==> src/rtl/main_fsm_pkg.sv <==
// Shared types and encodings for the multicycle main control FSM.
// The optional illegal-opcode trap is enabled with MAIN_FSM_ILLEGAL_TRAP_EN.
package main_fsm_pkg;

    typedef enum logic [3:0] {
        FETCH,
        DECODE,
        MEMADR,
        MEMREAD,
        MEMWB,
        MEMWRITE,
        EXECUTER,
        EXECUTEI,
        ALUWB,
        BEQ,
        JAL,
        ERROR
    } state_t;

    localparam logic [6:0] OP_LW  = 7'b0000011;
    localparam logic [6:0] OP_SW  = 7'b0100011;
    localparam logic [6:0] OP_R   = 7'b0110011;
    localparam logic [6:0] OP_I   = 7'b0010011;
    localparam logic [6:0] OP_BEQ = 7'b1100011;
    localparam logic [6:0] OP_JAL = 7'b1101111;

    localparam logic [1:0] ALUOP_ADD   = 2'b00;
    localparam logic [1:0] ALUOP_SUB   = 2'b01;
    localparam logic [1:0] ALUOP_FUNCT = 2'b10;

    localparam logic [1:0] SRCA_PC    = 2'b00;
    localparam logic [1:0] SRCA_OLDPC = 2'b01;
    localparam logic [1:0] SRCA_RS1   = 2'b10;

    localparam logic [1:0] SRCB_RS2  = 2'b00;
    localparam logic [1:0] SRCB_IMM  = 2'b01;
    localparam logic [1:0] SRCB_FOUR = 2'b10;

    localparam logic [1:0] RES_ALUOUT    = 2'b00;
    localparam logic [1:0] RES_DATA      = 2'b01;
    localparam logic [1:0] RES_ALURESULT = 2'b10;

    typedef struct packed {
        logic [1:0] alu_op;
        logic [1:0] alu_src_a;
        logic [1:0] alu_src_b;
        logic [1:0] result_src;
        logic       adr_src;
        logic       ir_write;
        logic       pc_update;
        logic       branch;
        logic       reg_write;
        logic       mem_write;
    } ctrl_t;

    localparam ctrl_t CTRL_IDLE = '0;

    // True on the cycle whose clock edge completes an instruction.
    function automatic logic retires(state_t s, logic mem_ready);
        return (s == MEMWB) || (s == MEMWRITE && mem_ready) || (s == ALUWB) || (s == BEQ);
    endfunction

endpackage

==> src/rtl/main_fsm_outdec.sv <==
// Combinational state-to-control-word decoder; memReady only gates the
// instruction fetch enables.
module main_fsm_outdec
    import main_fsm_pkg::*;
(
    input  state_t state,
    input  logic   mem_ready,
    output ctrl_t  ctrl
);

    always_comb begin
        ctrl = CTRL_IDLE;
        unique case (state)
            FETCH: begin
                ctrl.adr_src    = 1'b0;
                ctrl.alu_src_a  = SRCA_PC;
                ctrl.alu_src_b  = SRCB_FOUR;
                ctrl.alu_op     = ALUOP_ADD;
                ctrl.result_src = RES_ALURESULT;
                ctrl.ir_write   = mem_ready;
                ctrl.pc_update  = mem_ready;
            end
            DECODE: begin
                ctrl.alu_src_a = SRCA_OLDPC;
                ctrl.alu_src_b = SRCB_IMM;
                ctrl.alu_op    = ALUOP_ADD;
            end
            MEMADR: begin
                ctrl.alu_src_a = SRCA_RS1;
                ctrl.alu_src_b = SRCB_IMM;
                ctrl.alu_op    = ALUOP_ADD;
            end
            MEMREAD: begin
                ctrl.adr_src    = 1'b1;
                ctrl.result_src = RES_ALUOUT;
            end
            MEMWB: begin
                ctrl.result_src = RES_DATA;
                ctrl.reg_write  = 1'b1;
            end
            MEMWRITE: begin
                ctrl.adr_src    = 1'b1;
                ctrl.result_src = RES_ALUOUT;
                ctrl.mem_write  = 1'b1;
            end
            EXECUTER: begin
                ctrl.alu_src_a = SRCA_RS1;
                ctrl.alu_src_b = SRCB_RS2;
                ctrl.alu_op    = ALUOP_FUNCT;
            end
            EXECUTEI: begin
                ctrl.alu_src_a = SRCA_RS1;
                ctrl.alu_src_b = SRCB_IMM;
                ctrl.alu_op    = ALUOP_FUNCT;
            end
            ALUWB: begin
                ctrl.result_src = RES_ALUOUT;
                ctrl.reg_write  = 1'b1;
            end
            BEQ: begin
                ctrl.alu_src_a  = SRCA_RS1;
                ctrl.alu_src_b  = SRCB_RS2;
                ctrl.alu_op     = ALUOP_SUB;
                ctrl.result_src = RES_ALUOUT;
                ctrl.branch     = 1'b1;
            end
            JAL: begin
                ctrl.alu_src_a  = SRCA_OLDPC;
                ctrl.alu_src_b  = SRCB_FOUR;
                ctrl.alu_op     = ALUOP_ADD;
                ctrl.result_src = RES_ALUOUT;
                ctrl.pc_update  = 1'b1;
            end
            default: ctrl = CTRL_IDLE;
        endcase
    end

endmodule

==> src/rtl/main_fsm.sv <==
// Multicycle RISC-V main control FSM with retired-instruction counter.
// Define MAIN_FSM_ILLEGAL_TRAP_EN to trap unknown opcodes in ERROR and expose illegalOp.
module main_fsm
    import main_fsm_pkg::*;
#(
    parameter int CNT_W = 32
) (
    input  logic             clk,
    input  logic             reset,
    input  logic [6:0]       op,
    input  logic             memReady,
    output logic [1:0]       aluOp,
    output logic [1:0]       ALUSrcA,
    output logic [1:0]       ALUSrcB,
    output logic [1:0]       ResultSrc,
    output logic             AdrSrc,
    output logic             IRWrite,
    output logic             PCUpdate,
    output logic             Branch,
    output logic             RegWrite,
    output logic             MemWrite,
    output logic [CNT_W-1:0] instret
`ifdef MAIN_FSM_ILLEGAL_TRAP_EN
    ,
    output logic             illegalOp
`endif
);

`ifdef MAIN_FSM_ILLEGAL_TRAP_EN
    localparam state_t ILLEGAL_NEXT = ERROR;
`else
    localparam state_t ILLEGAL_NEXT = FETCH;
`endif

    state_t           state_reg, state_next;
    logic [CNT_W-1:0] instret_reg;
    ctrl_t            ctrl_dec, ctrl;

    always_ff @(posedge clk) begin
        if (reset) begin
            state_reg   <= FETCH;
            instret_reg <= '0;
        end else begin
            state_reg <= state_next;
            if (retires(state_reg, memReady))
                instret_reg <= instret_reg + CNT_W'(1);
        end
    end

    always_comb begin
        state_next = state_reg;
        unique case (state_reg)
            FETCH:    if (memReady) state_next = DECODE;
            DECODE: begin
                case (op)
                    OP_LW, OP_SW: state_next = MEMADR;
                    OP_R:         state_next = EXECUTER;
                    OP_I:         state_next = EXECUTEI;
                    OP_BEQ:       state_next = BEQ;
                    OP_JAL:       state_next = JAL;
                    default:      state_next = ILLEGAL_NEXT;
                endcase
            end
            MEMADR:   state_next = (op == OP_LW) ? MEMREAD : MEMWRITE;
            MEMREAD:  if (memReady) state_next = MEMWB;
            MEMWB:    state_next = FETCH;
            MEMWRITE: if (memReady) state_next = FETCH;
            EXECUTER: state_next = ALUWB;
            EXECUTEI: state_next = ALUWB;
            ALUWB:    state_next = FETCH;
            BEQ:      state_next = FETCH;
            JAL:      state_next = ALUWB;
            ERROR:    state_next = ILLEGAL_NEXT;
            default:  state_next = FETCH;
        endcase
    end

    main_fsm_outdec u_outdec (
        .state     (state_reg),
        .mem_ready (memReady),
        .ctrl      (ctrl_dec)
    );

    // Reset is synchronous, so the state may still be mid-instruction in the
    // reset cycle; force the whole control word quiet here.
    always_comb begin
        ctrl = reset ? CTRL_IDLE : ctrl_dec;
    end

    assign aluOp     = ctrl.alu_op;
    assign ALUSrcA   = ctrl.alu_src_a;
    assign ALUSrcB   = ctrl.alu_src_b;
    assign ResultSrc = ctrl.result_src;
    assign AdrSrc    = ctrl.adr_src;
    assign IRWrite   = ctrl.ir_write;
    assign PCUpdate  = ctrl.pc_update;
    assign Branch    = ctrl.branch;
    assign RegWrite  = ctrl.reg_write;
    assign MemWrite  = ctrl.mem_write;
    assign instret   = instret_reg;

`ifdef MAIN_FSM_ILLEGAL_TRAP_EN
    assign illegalOp = !reset && (state_reg == ERROR);
`endif

endmodule

==> config.mk <==
export PLATFORM = sky130hd
export DESIGN_NAME = main_fsm
export DESIGN_NICKNAME = d
export VERILOG_FILES = /design/src/rtl/main_fsm_pkg.sv /design/src/rtl/main_fsm_outdec.sv /design/src/rtl/main_fsm.sv
export SDC_FILE = /design/constraint.sdc
export NUM_CORES = 1
export LEC_CHECK = 0
export CAP_MARGIN = 15
export CELL_PAD_IN_SITES_DETAIL_PLACEMENT = 1
export CELL_PAD_IN_SITES_GLOBAL_PLACEMENT = 1
export CORE_ASPECT_RATIO = 0.75
export CORE_MARGIN = 1.5
export CORE_UTILIZATION = 31
export DETAILED_ROUTE_END_ITERATION = 12
export GPL_TIMING_DRIVEN = 0
export PLACE_DENSITY = 0.82
export SYNTH_ARGS = -nofsm -noshare
export SYNTH_HDL_FRONTEND = slang
export SYNTH_SLANG_ARGS = --single-unit
==> constraint.sdc <==
create_clock -name clk -period 1.9 [get_ports clk]
set_clock_uncertainty 0.05 [all_clocks]
set_input_delay 0.19 -clock clk [delete_from_list [all_inputs] [get_ports clk]]
set_output_delay 0.19 -clock clk [all_outputs]
set_load 0.02 [all_outputs]
==> impl_metrics.csv, run 1 <==
group,metric,value,unit
run_status,run_status,"finished with violations",
run_status,violations,"setup timing",
sta,maxSlewViolCount,0,
sta,hold_viol,0,
floorplanning,die_h,72.9,um
yosys,syn_inst,256,
critical_path,start_kind,"flop",
layout,multi_input_area,1410,um2
drt,vias_per_cell,5.30,
floorplanning,initial_core_util,0.321,
yosys,synth_nets,267,
yosys,ys_async_sr_fraction,0,
clock_tree,clk_pin_slew,0.08,ns
layout,layout-drive-gt1-share,0.312,
global_route,use_met3,0.0417,
global_route,grtUsageTotal,0.196,
yosys,yosysWarnings,0,
drt,drt_iter0_drc,161,
drt,drtPass1Iterations,4,
critical_path,end_kind,"flop",
sta,relSlewSlack,0.530,
floorplanning,fp.dieArea,7010,um2
drt,wl_per_cell,17.4,um
critical_path,arrival,2.26,ns
floorplanning,io_pins,56,
yosys,yosysUniqueCellTypes,40,
sta,setup_violations,9,
critical_path,crit_required,2.07,ns
layout,nNetsFinal,353,
clock_tree,hold_buffers,0,
sta,setup-tns-final,-1.21,ns
yosys,netlist_area,2020,um2
yosys,synth_edf_count,0,
yosys,seq_area_frac_synth,0.357,
layout,antenna_cells,0,
power_and_ir_drop,p_per_area,493,nW/um2
yosys,ys_ff_latch,36,
critical_path,slowest_delay,0.45,ns
floorplanning,core-area,6290,um2
clock_tree,cts_tree,"built",
placed_design,io_buffer_count,54,
clock_tree,cts_sinks,36,
power_and_ir_drop,ir_worst_vdd,0.000295,V
global_route,busiest_layer,"met2",
yosys,synth_area_leader_cell,"dfxtp_1",
clock_tree,htreeDepth,2,
sta,tightest_slew,0.705,ns
sta,fin_crit_sh,1.10,
critical_path,worst-path-max-fanout,5,
placed_design,gp_congestion,0.905,
global_route,use_met1,0.270,
global_route,overflow,0,
critical_path,worst-path-buf-inv,2,
critical_path,crit_family,"simple AND/OR/NAND/NOR gates",
floorplanning,rows,25,
global_route,grt_pass1_vias,2123,
floorplanning,die_x,96.2,um
yosys,yosys_most_used_dff,"dfxtp_1",
global_route,grt_max_degree,12,
drt,drt_wl_total,7.38,mm
global_route,antenna_found_initial,0,
sta,worst_slack,-0.191,ns
drt,antenna_left,0,
power_and_ir_drop,report.power.total,1.60,mW
placed_design,dp_hpwl,4.35,mm
flow_run,max_cap_violations,0,
critical_path,cp_cell_sequence,"and3_4 -> buf_6 -> nand4_1 -> buf_4 -> or4_4 -> or3_1 -> a21oi_1",
drt,vias,2247,
clock_tree,clk_latency,0.29,ns
global_route,grt_pass1_wl,10.6,mm
yosys,synth_top_area_frac,0.357,
global_route,use_met2,0.314,
sta,max_freq,478,MHz
layout,regArea,772,um2
power_and_ir_drop,p_leak,1.10,nW
critical_path,crit_type,"flop to flop",
sta,period_minus_slack,2.09,ns
sta,rsz0062_at_grt,"yes",
hold_path,hp-class,"input pin to flop",
critical_path,crit_path_top_delay_cell,"or4_4",
clock_tree,cts_buffers,5,
layout,num-fill-cells,749,
layout,largest_reg_flops,32,
layout,synthToLayoutAreaGrowth,60.5,%
clock_tree,clock_path_buffers,2,
yosys,synth_area_per_cell,7.89,um2
yosys,yosys-top-cells-area,"dfxtp_1 36%, xnor2_1 11%, nor2_1 5.8%, nor4_1 5.6%, nor3_1 4.2%",
clock_tree,cts_root_buf,"clkbuf_8",
drt,drc,0,
==> final timing paths <==
kind         cells after the start          end        start  slack, ns
max                              7  instret[27]  instret[16]      -0.19
max reg2reg                      7  instret[27]  instret[16]      -0.19
min reg2reg                      2  instret[14]  instret[14]       0.47
min                              2  instret[30]        reset       0.34
==> what timing repair did <==
item,4_1_cts,5_1_grt
pin swaps,11,4
setup endpoints to repair,38,33
endpoints found under the hold margin,0,0
buffers inserted,17,11
cloned,1,0
resized for setup,48,56
==> worst register-to-register path: stages, from the launching register on <==
cell and delay, ns:
dfxtp_4 0.37, and3_4 0.18, buf_6 0.11, nand4_1 0.18, buf_4 0.19, or4_4 0.45, or3_1 0.33, a21oi_1 0.15
==> report_power, final <==
group / switching [mW] / internal [mW] / leakage [nW]
Combinational: 0.0918 / 0.0609 / 0.736
Sequential: 0.00527 / 0.742 / 0.303
Clock: 0.287 / 0.410 / 0.0627
==> layer usage <==
metal | part of all wire | wire [um]
met5 | 0 | 0
met4 | 0.0096 | 71
met3 | 0.028 | 205
met2 | 0.49 | 3580
met1 | 0.48 | 3520
==> synth_stat cells, drive strengths merged, types with 2 or more instances <==
master / count
nand3: 14
nand2: 15
dfxtp: 36
a21oi: 13
or3: 7
xor2: 3
nand2b: 4
clkbuf: 15
or4: 3
nor4b: 4
xnor2: 25
and3: 2
and4: 3
buf: 5
a21boi: 3
nor2b: 3
nor4: 18
o21ai: 9
inv: 3
o21ba: 3
nand4: 5
nor2: 31
nor3b: 3
nor3: 17
==> cell usage in the layout (no fill, tap or decap), types with 3 or more instances in the layout <==
cell type and count:
o21ai_0 7, inv_1 3, buf_2 3, a21oi_2 3, nand2_1 14, nor4_1 4
clkdlybuf4s50_1 39, clkbuf_1 6, nand4_1 5, dfxtp_1 17, clkbuf_2 5, nor2b_1 3
o21ba_2 3, nand3_1 14, a21oi_1 10, or3_1 6, dfxtp_2 8, nor3b_1 3
xor2_1 3, buf_4 29, dfxtp_4 11, xnor2_1 24, or4_4 3, nor3_1 14
nor4_2 11, buf_6 4, nor4_4 3, dlygate4sd2_1 9, clkbuf_8 7, nor2_1 30
==> cell type report <==
| class | instances | share of cell area |
|---|---|---|
| multi-input cells | 197 | 0.434 |
| flip-flops and latches | 36 | 0.238 |
| repair buffers | 82 | 0.225 |
| clock buffers | 8 | 0.0375 |
| well taps | 81 | 0.0313 |
| plain buffers | 16 | 0.0293 |
| inverters | 4 | 0.00502 |
==> per-stage QoR <==
| stage | std cells | setup slack (ns) | hold WS [ns] | area (um2) | utilization |
|---|---|---|---|---|---|
| finish | 424 | -0.191 | 0.337 | 3240 | 0.515 |
| global placement | 391 | -0.628 | 0.433 | 2720 | 0.432 |
| CTS | 414 | -0.112 | 0.343 | 3000 | 0.478 |
| floorplan | 256 | -0.137 | 0.245 | 2080 | - |
| detailed placement | 391 | -0.653 | 0.447 | 2720 | 0.432 |
| global route | 424 | -0.258 | 0.353 | 3240 | 0.515 |
==> kinds of logic after synthesis <==
logic type | Yosys count | synth area share
AOI/OAI and AO/OA | 35 | 0.110
xor gates and xnor gates | 28 | 0.121
adders and majority gates | 1 | 0.00619
buffers and inverters | 24 | 0.0533
DFF | 36 | 0.357
muxes | 1 | 0.00496
and+or+nand+nor | 131 | 0.347
Power figures use the tool's default switching activity.
==> inputs of run 2 (changes only) <==
--- a/config.mk
+++ b/config.mk
@@ -13,7 +13,7 @@
 export CORE_UTILIZATION = 31
 export DETAILED_ROUTE_END_ITERATION = 12
 export GPL_TIMING_DRIVEN = 0
-export PLACE_DENSITY = 0.82
+export PLACE_DENSITY_LB_ADDON = 0.2
 export SYNTH_ARGS = -nofsm -noshare
 export SYNTH_HDL_FRONTEND = slang
 export SYNTH_SLANG_ARGS = --single-unit
==> impl_metrics.csv, run 2 (synthesis results as in run 1) <==
group,metric,value,unit
run_status,run_status,"finished with violations",
run_status,violations,"setup timing",
drt,wl_per_cell,16.4,um
sta,tightest_slew,0.864,ns
layout,antenna_cells,0,
global_route,grt_max_degree,12,
sta,setup-tns-final,-0.826,ns
global_route,overflow,0,
drt,drtPass1Iterations,4,
drt,vias_per_cell,5.31,
layout,nNetsFinal,351,
drt,drt_iter0_drc,67,
sta,worst_slack,-0.220,ns
layout,largest_reg_flops,32,
layout,num-fill-cells,735,
critical_path,end_kind,"flop",
critical_path,start_kind,"flop",
placed_design,place_inst,391,
clock_tree,clock_path_buffers,2,
placed_design,dp_hpwl,4.44,mm
critical_path,critPathLaunch,"instret[17]",
power_and_ir_drop,ir_worst_vdd,0.000253,V
clock_tree,cts_root_buf,"clkbuf_8",
clock_tree,cts_buffers,5,
placed_design,gp_congestion,0.777,
critical_path,timing.rr.start,"instret[17]",
clock_tree,cts_sinks,36,
floorplanning,rows,25,
power_and_ir_drop,report.power.total,1.52,mW
power_and_ir_drop,p_per_area,473,nW/um2
drt,drc,0,
sta,relSlewSlack,0.424,
critical_path,crit_type,"flop to flop",
clock_tree,clk_pin_slew,0.07,ns
hold_path,hold_start,"reset",
critical_path,slowest_delay,0.62,ns
floorplanning,die_h,72.9,um
critical_path,crit_path_top_delay_cell,"or4_4",
sta,hold_viol,0,
sta,max_freq,472,MHz
global_route,grt_pass1_vias,2167,
floorplanning,die_x,96.2,um
global_route,grtUsageTotal,0.194,
layout,synthToLayoutAreaGrowth,59.1,%
layout,layout_common_cells,"39 x clkdlybuf4s50_1, 30 x nor2_1, 25 x buf_4, 24 x xnor2_1, 16 x dfxtp_1",
global_route,antenna_found_initial,0,
drt,drt_wl_total,6.90,mm
critical_path,cp_cell_sequence,"and3_4 -> buf_6 -> nand4_1 -> or4_4 -> or3_4 -> a21oi_2",
clock_tree,htreeDepth,2,
critical_path,worst-path-max-fanout,6,
critical_path,crit_required,2.07,ns
clock_tree,clk_latency,0.29,ns
sta,setup_violations,7,
layout,utilization,0.511,
global_route,grt_pass1_wl,10.6,mm
clock_tree,cts_tree,"built",
flow_run,max_cap_violations,0,
layout,instances_no_fill,422,
sta,period_minus_slack,2.12,ns
critical_path,crit_family,"simple AND/OR/NAND/NOR gates",
floorplanning,io_pins,56,
layout,final_common_cell,"clkdlybuf4s50_1",
sta,maxSlewViolCount,0,
drt,vias,2241,
floorplanning,initial_core_util,0.321,
sta,fin_crit_sh,1.12,
placed_design,io_buffer_count,54,
power_and_ir_drop,p_leak,1.08,nW
sta,rsz0062_at_grt,"yes",
critical_path,arrival,2.29,ns
drt,antenna_left,0,
floorplanning,core-area,6290,um2
floorplanning,fp.dieArea,7010,um2
critical_path,worst-path-buf-inv,1,
layout,layout-drive-gt1-share,0.308,
hold_path,hp-class,"input pin to flop",
==> run 2: cell type report <==
cell class                 count  area, um2  share of cell area
clock buffer                   8        100              0.0312
inverter                       4       16.3             0.00506
buffer                        16        105              0.0327
multi-input combinational    197       1410               0.440
timing repair buffer          80        708               0.220
tap                           81        101              0.0315
sequential                    36        768               0.239
==> run 2: routing by layer <==
metal | global-route usage | share of wire | up-vias | routed length, um
li1 | - | - | 1080 | -
met1 | 0.268 | 0.48 | 1097 | 3350
met2 | 0.311 | 0.47 | 59 | 3240
met3 | 0.0438 | 0.039 | 5 | 271
met4 | 0.0376 | 0.0061 | 0 | 42
met5 | 0 | 0 | - | 0
==> run 2: through the flow <==
| step | hold WS, ns | cell area (um2) | worst slack, ns |
|---|---|---|---|
| 2_1_floorplan | 0.245 | 2080 | -0.137 |
| 3_5_place_dp | 0.450 | 2720 | -0.665 |
| 4_1_cts | 0.363 | 3010 | -0.153 |
| 6_report | 0.364 | 3210 | -0.220 |
| 3_3_place_gp | 0.433 | 2720 | -0.640 |
| 5_1_grt | 0.404 | 3210 | -0.281 |
==> run 2: worst paths after layout <==
check | endpoint | slack (ns) | cells after the start
max | instret[28] | -0.22 | 6
min | instret[30] | 0.36 | 2
max reg2reg | instret[28] | -0.22 | 6
min reg2reg | instret[29] | 0.45 | 2
==> run 2: power by group <==
part | internal [mW] | switching, mW
Clock | 0.331 | 0.287
Combinational | 0.0607 | 0.0917
Sequential | 0.745 | 0.00519
==> run 2: what timing repair did <==
action,4_1_cts,5_1_grt
gates resized for setup,56,56
pin swaps,13,10
cloned,1,0
hold buffers,0,0
buffers inserted,15,11
endpoints found under the setup margin,38,34
==> run 2: worst register-to-register path, stage by stage (launching register included) <==
cell	delay, ns
dfxtp_2	0.36
and3_4	0.19
buf_6	0.11
nand4_1	0.21
or4_4	0.62
or3_4	0.39
a21oi_2	0.13
